===== src/rtl/ysyx_25060170_rf_sb_if.sv =====
// ysyx_25060170_rf_sb_if: decode/write-back bundle for the scoreboarded register file
//   master: drives read addresses, write-back and issue request; sees read data, ready, busy
//   slave : the register file side
interface ysyx_25060170_rf_sb_if #(
   parameter int XLEN = 32,
   parameter int NREG = 32,
   parameter int AW   = 5,
   parameter int NRD  = 2
);
   logic [NRD*AW-1:0]   rd_addr;
   logic [NRD*XLEN-1:0] rd_data;
   logic                wb_en;
   logic [AW-1:0]       wb_addr;
   logic [XLEN-1:0]     wb_data;
   logic                issue_valid;
   logic [AW-1:0]       issue_rd;
   logic                issue_has_rd;
   logic                issue_ready;
   logic [NREG-1:0]     busy;
   modport master (
      output rd_addr, wb_en, wb_addr, wb_data, issue_valid, issue_rd, issue_has_rd,
      input  rd_data, issue_ready, busy
   );
   modport slave (
      input  rd_addr, wb_en, wb_addr, wb_data, issue_valid, issue_rd, issue_has_rd,
      output rd_data, issue_ready, busy
   );
endinterface


===== src/rtl/ysyx_25060170_rf_sb.sv =====
// ysyx_25060170_rf_sb: register file with NRD read ports, one write-back port, optional bypass and busy scoreboard
//   clk, rst : clock, asynchronous active-high reset
//   bus      : slave side of ysyx_25060170_rf_sb_if (read ports, write-back, issue handshake, busy vector)
module ysyx_25060170_rf_sb #(
   parameter int              XLEN      = 32,
   parameter int              NREG      = 32,
   parameter int              AW        = 5,
   parameter int              NRD       = 2,
   parameter bit              BYPASS    = 1'b1,
   parameter logic [XLEN-1:0] RESET_VAL = '0
) (
   input logic                   clk,
   input logic                   rst,
   ysyx_25060170_rf_sb_if.slave  bus
);
   logic [XLEN-1:0]     regs [NREG];
   logic [NREG-1:0]     busy_q, busy_d;
   logic [XLEN-1:0]     port_data [NRD];
   logic [NRD-1:0]      src_haz;
   logic [NRD*XLEN-1:0] rd_data;
   logic                wb_act, waw_haz, ready, accept;
   // a write-back is dropped while reset is held and never touches x0,
   // which also keeps it from being forwarded in either case
   assign wb_act = bus.wb_en && !rst && bus.wb_addr != '0;
   for (genvar k = 0; k < NRD; k++) begin : g_rd
      logic [AW-1:0] a;
      logic          fwd;
      assign a            = bus.rd_addr[k*AW +: AW];
      assign fwd          = BYPASS && wb_act && bus.wb_addr == a;
      assign port_data[k] = a == '0 ? '0 : fwd ? bus.wb_data : regs[a];
      assign src_haz[k]   = a != '0 && busy_q[a] && !fwd;
   end
   always_comb begin
      rd_data = '0;
      for (int k = 0; k < NRD; k++) rd_data[k*XLEN +: XLEN] = port_data[k];
   end
   // a write-back retiring the destination this cycle resolves WAW even without bypass
   assign waw_haz = bus.issue_has_rd && busy_q[bus.issue_rd] && !(wb_act && bus.wb_addr == bus.issue_rd);
   assign ready   = !(|src_haz) && !waw_haz;
   assign accept  = bus.issue_valid && ready && bus.issue_has_rd && bus.issue_rd != '0;
   // clear first so that an issue to the same register wins
   always_comb begin
      busy_d = busy_q;
      if (wb_act) busy_d[bus.wb_addr] = 1'b0;
      if (accept) busy_d[bus.issue_rd] = 1'b1;
      busy_d[0] = 1'b0;
   end
   always_ff @(posedge clk or posedge rst)
      if (rst) busy_q <= '0;
      else     busy_q <= busy_d;
   always_ff @(posedge clk or posedge rst)
      if (rst)
         for (int i = 0; i < NREG; i++) regs[i] <= i == 0 ? '0 : RESET_VAL;
      else if (wb_act)
         regs[bus.wb_addr] <= bus.wb_data;
   assign bus.rd_data     = rd_data;
   assign bus.issue_ready = ready;
   assign bus.busy        = busy_q;
endmodule


===== src/flat_wrapper.sv =====
// flat-port wrapper written by rule: the top's interface ports become plain ports
module ysyx_25060170_rf_sb_flat 
#(
   parameter int              XLEN      = 32,
   parameter int              NREG      = 32,
   parameter int              AW        = 5,
   parameter int              NRD       = 2,
   parameter bit              BYPASS    = 1'b1,
   parameter logic [XLEN-1:0] RESET_VAL = '0
)
  (clk, rst, bus_rd_addr, bus_wb_en, bus_wb_addr, bus_wb_data, bus_issue_valid, bus_issue_rd, bus_issue_has_rd, bus_rd_data, bus_issue_ready, bus_busy);
  ysyx_25060170_rf_sb_if #(.XLEN(XLEN), .NREG(NREG), .AW(AW), .NRD(NRD)) bus_i ();
  input logic clk;
  input logic rst;
  input wire logic [$bits(bus_i.rd_addr)-1:0] bus_rd_addr;
  input wire logic [$bits(bus_i.wb_en)-1:0] bus_wb_en;
  input wire logic [$bits(bus_i.wb_addr)-1:0] bus_wb_addr;
  input wire logic [$bits(bus_i.wb_data)-1:0] bus_wb_data;
  input wire logic [$bits(bus_i.issue_valid)-1:0] bus_issue_valid;
  input wire logic [$bits(bus_i.issue_rd)-1:0] bus_issue_rd;
  input wire logic [$bits(bus_i.issue_has_rd)-1:0] bus_issue_has_rd;
  output wire logic [$bits(bus_i.rd_data)-1:0] bus_rd_data;
  output wire logic [$bits(bus_i.issue_ready)-1:0] bus_issue_ready;
  output wire logic [$bits(bus_i.busy)-1:0] bus_busy;
  assign bus_i.rd_addr = bus_rd_addr;
  assign bus_i.wb_en = bus_wb_en;
  assign bus_i.wb_addr = bus_wb_addr;
  assign bus_i.wb_data = bus_wb_data;
  assign bus_i.issue_valid = bus_issue_valid;
  assign bus_i.issue_rd = bus_issue_rd;
  assign bus_i.issue_has_rd = bus_issue_has_rd;
  assign bus_rd_data = bus_i.rd_data;
  assign bus_issue_ready = bus_i.issue_ready;
  assign bus_busy = bus_i.busy;
  ysyx_25060170_rf_sb #(.XLEN(XLEN), .NREG(NREG), .AW(AW), .NRD(NRD), .BYPASS(BYPASS), .RESET_VAL(RESET_VAL)) u_core (.clk(clk), .rst(rst), .bus(bus_i));
endmodule

===== config.mk =====
export PLATFORM = sky130hd
export DESIGN_NAME = ysyx_25060170_rf_sb_flat
export DESIGN_NICKNAME = d
export VERILOG_FILES = /design/src/rtl/ysyx_25060170_rf_sb_if.sv /design/src/rtl/ysyx_25060170_rf_sb.sv /design/src/flat_wrapper.sv
export SDC_FILE = /design/constraint.sdc
export NUM_CORES = 2
export LEC_CHECK = 0
export CAP_MARGIN = 20
export CORE_MARGIN = 5
export CORE_UTILIZATION = 57
export CTS_BUF_LIST = sky130_fd_sc_hd__clkbuf_16
export CTS_CLUSTER_SIZE = 16
export DETAILED_ROUTE_END_ITERATION = 10
export PLACE_DENSITY = 0.76
export SYNTH_ARGS = -nofsm -noshare
export SYNTH_HDL_FRONTEND = slang
export SYNTH_SLANG_ARGS = --single-unit

===== constraint.sdc =====
create_clock -name clk -period 36.4 [get_ports clk]
set_input_delay 5.46 -clock clk [delete_from_list [all_inputs] [get_ports clk]]
set_output_delay 5.46 -clock clk [all_outputs]
set_load 0.005 [all_outputs]

==> run_results.csv <==
group,metric,value,unit
routing,routed_wl,164000,um
cts,insertion_delay,0.70,ns
cts,ctsHoldBuffers,0,
die,ioPinCount,154,
placement,hpwlAfterDp,85600,um
synth,synthDistinctLibCells,51,
synth,yosysTopAreaCellShare,46.2,%
synth,synth_top_family_by_area,"multiplexers",
sta,slew_violations,0,
critical_path,crit_type,"in2out",
power,p_total,3.13,mW
sta,final.setup_skew,0.0177,ns
power,netSwitchingFraction,26.4,%
sta,fin_tns_setup,0,ns
die,row_count,116,
synth,ys.flop_type,"dfrtp_1",
cts,clock-sinks,1055,
sta,worstMarginPinSlew,1.14,ns
job,maxCapViolCount,0,
power,vdd.ir_drop.worst,0.0414,mV
placement,gp_congestion,0.866,
min_path,hold_class,"reg2reg",
routing,routed_via_density,7.13,
die,die-area,107000,um2
sta,rsz0062_at_grt,"no",
synth,syn_area,57100,um2
synth,synth_cells,3693,
synth,synth.mux.area_fraction,45.9,%
power,seqPwrFrac,46.0,%
critical_path,crit_arrival,10.69,ns
synth,synth_edf_count,0,
cts,post_cts_buffers,0,
global_route,grt_max_degree,173,
synth,synth-simple-area-share,2.66,%
synth,synth-xor-area-share,0.230,%
sta,max_freq,61.9,MHz
critical_path,crit_fanout,65,
die,die_x,327,um
sta,period_share,44.4,%
power,clockPowerShare,36.0,%
cts,cts_resized,0,
layout,finalNetCount,3665,
critical_path,critPathLaunch,"bus_rd_addr[0]",
global_route,antenna_found_initial,4,
sta,slew_headroom,23.8,%
sta,period_minus_slack,16.15,ns
critical_path,r2r_start,"u_core.bus.busy[10]",
power,p_int,2.30,mW
routing,dr.pass1.iters,5,
layout,design_area,63100,um2
synth,synth-async-reset-ratio,100,%
critical_path,rrSetupSlack,33.66,ns
layout,layout-drive-gt1-share,52.8,%
critical_path,worstSetupEndpoint,"bus_rd_data[23]",
critical_path,crit_path_start_kind,"primary input",
critical_path,regToRegEndpoint,"u_core.bus.busy[11]",
critical_path,setup.worst_path.end_class,"output port",
sta,hold_violations,0,
cts,cts_made_buffers,111,
synth,yosys_warnings,0,
routing,post_drt_wl_per_cell,32.9,um
synth,synth_compound_area_share,1.66,%
global_route,grt.total_usage,31.0,%
power,p_leak,27.9,nW
placement,dpl_cell_area,59300,um2
synth,ys_top_cells_by_area,"dfrtp_1 46%, mux4_2 24%, mux2_2 20%",
global_route,grt_pass1_wl,247000,um
layout,syn_to_final_growth,10.4,%
routing,antenna_left,0,
power,combPwrFrac,18.0,%
global_route,grt_pass1_vias,36900,
critical_path,cp.required,30.94,ns
routing,drc,0,
critical_path,reg2regPathDepth,6,
synth,yosys.area_share.adder,0,%
cts,htreeDepth,3,
synth,synth_nets,3750,
synth,synth-seq-area-share,46.2,%
die,initial_core_util,57.2,%
die,die_h,327,um
cts,cts_buffer_depth,3,
routing,drtIter0Drc,3914,
cts,root_buffer,"clkbuf_16",
synth,ys_ff_latch,1055,
power,p_switching,827,uW
cts,cts_tree,"done",
sta,final-setup-viol-count,0,
routing,vias,35700,
die,coreArea,99900,um2
synth,avgSynthCellArea,15.5,um2
placement,portBuffers,152,
global_route,grt_overflow,0,
power,power.density,49.6,nW/um2
synth,synth_top_area_cell,"dfrtp_1",
status,outcome,"finished clean",
cts,clk_pin_slew,0.07,ns
## per-layer routing
layer	vias to the layer above	GRT usage, %	wire, um
li1	14200	-	-
met1	19200	41.6	62700
met2	1837	49.7	79400
met3	466	6.78	14400
met4	0	13.3	7960
met5	-	0	0
## power by group through the flow
| stage | registers [mW] | clock network, mW | logic [mW] |
|---|---|---|---|
| 2_1_floorplan | 1.42 | 0 | 0.429 |
| 3_3_place_gp | 1.44 | 0 | 0.547 |
| 3_5_place_dp | 1.45 | 0 | 0.560 |
| 4_1_cts | 1.43 | 1.14 | 0.563 |
| 5_1_grt | 1.46 | 1.19 | 0.603 |
| 6_report | 1.44 | 1.13 | 0.563 |
## cells in the mapped netlist, types with 20 or more instances
cell type  number
mux4_2        617
o22ai_1        29
o21ai_0        82
nand2_1       131
mux2i_1        31
clkbuf_1      263
dfrtp_1      1055
nand4_1        33
nor2b_1        28
buf_1          74
mux2_2       1034
nand3_1        38
nor2_1         58
o31ai_1        20
buf_2          77
## cell usage in the layout (no fill, tap or decap), types with 4 or more instances in the layout
cell,instances
clkinv_2,28
dfrtp_1,1055
buf_16,4
mux4_4,6
xor2_1,13
mux4_1,9
nor2_4,13
buf_4,75
o21ai_0,82
nor2_1,45
clkinvlp_4,6
a22oi_1,5
o22ai_1,29
nor3b_1,5
clkbuf_16,112
buf_12,4
mux2_2,1034
nand4_1,33
clkinv_1,23
clkdlybuf4s50_1,142
o31ai_1,20
nand2_1,118
diode_2,5
mux4_2,617
nor3_1,4
mux2i_1,31
nand3_1,35
a21oi_1,10
nand2_4,13
a211oi_1,4
buf_8,6
nor2b_1,28
inv_1,23
nand3b_1,4
bufinv_16,11
## registers in the layout, summed over array words and instances (netlist names)
| name | cells |
|---|---|
| u_core.bus.busy | 31 |
| u_core.regs | 1024 |
## worst min-delay path by stage
stage / startpoint / to / slack (ns) / depth (start not counted)
after floorplan: u_core.regs[1000] / u_core.regs[1000] / 0.44 / 1
after global placement: u_core.regs[1004] / u_core.regs[1004] / 0.38 / 0
after detailed placement: u_core.regs[1015] / u_core.regs[1015] / 0.39 / 0
after CTS: u_core.regs[1015] / u_core.regs[1015] / 0.40 / 0
after global routing: u_core.regs[1023] / u_core.regs[1023] / 0.41 / 0
final: u_core.regs[1012] / u_core.regs[1012] / 0.40 / 0
## worst max-delay path, cell delays in order
cell	delay, ns
buf_8	0.54
buf_4	0.74
buf_4	0.80
buf_4	0.81
mux4_4	0.72
mux4_2	0.48
a211oi_1	0.32
nor2_1	0.18
clkdlybuf4s50_1	0.48
## kinds of logic after synthesis
logic type,after synthesis
AO/OA/AOI/OAI,162
XOR/XNOR,15
buffers and inverters,441
flip-flops,1055
multiplexers,1697
other,1
AND/OR/NAND/NOR,322
## layout make-up
type | count | area, um2
clock inverters | 95 | 820
well taps | 1298 | 1620
repair buffers | 236 | 2320
fillers | 7155 | 36800
diodes | 5 | 12.5
clock buffers | 111 | 2780
inverters | 7 | 38.8
multi-input cells | 2197 | 29100
flip-flops and latches | 1055 | 26400
## stage by stage
stage	hold slack [ns]	std cells	setup WS, ns	util (%)
2_1_floorplan	0.441	3693	1.24	-
3_3_place_gp	0.377	4785	20.14	59.4
3_5_place_dp	0.385	4786	20.15	59.4
4_1_cts	0.400	4992	20.14	63.0
5_1_grt	0.409	5001	19.83	63.2
6_report	0.399	5004	20.25	63.2
(Power assumes the default switching activity.)
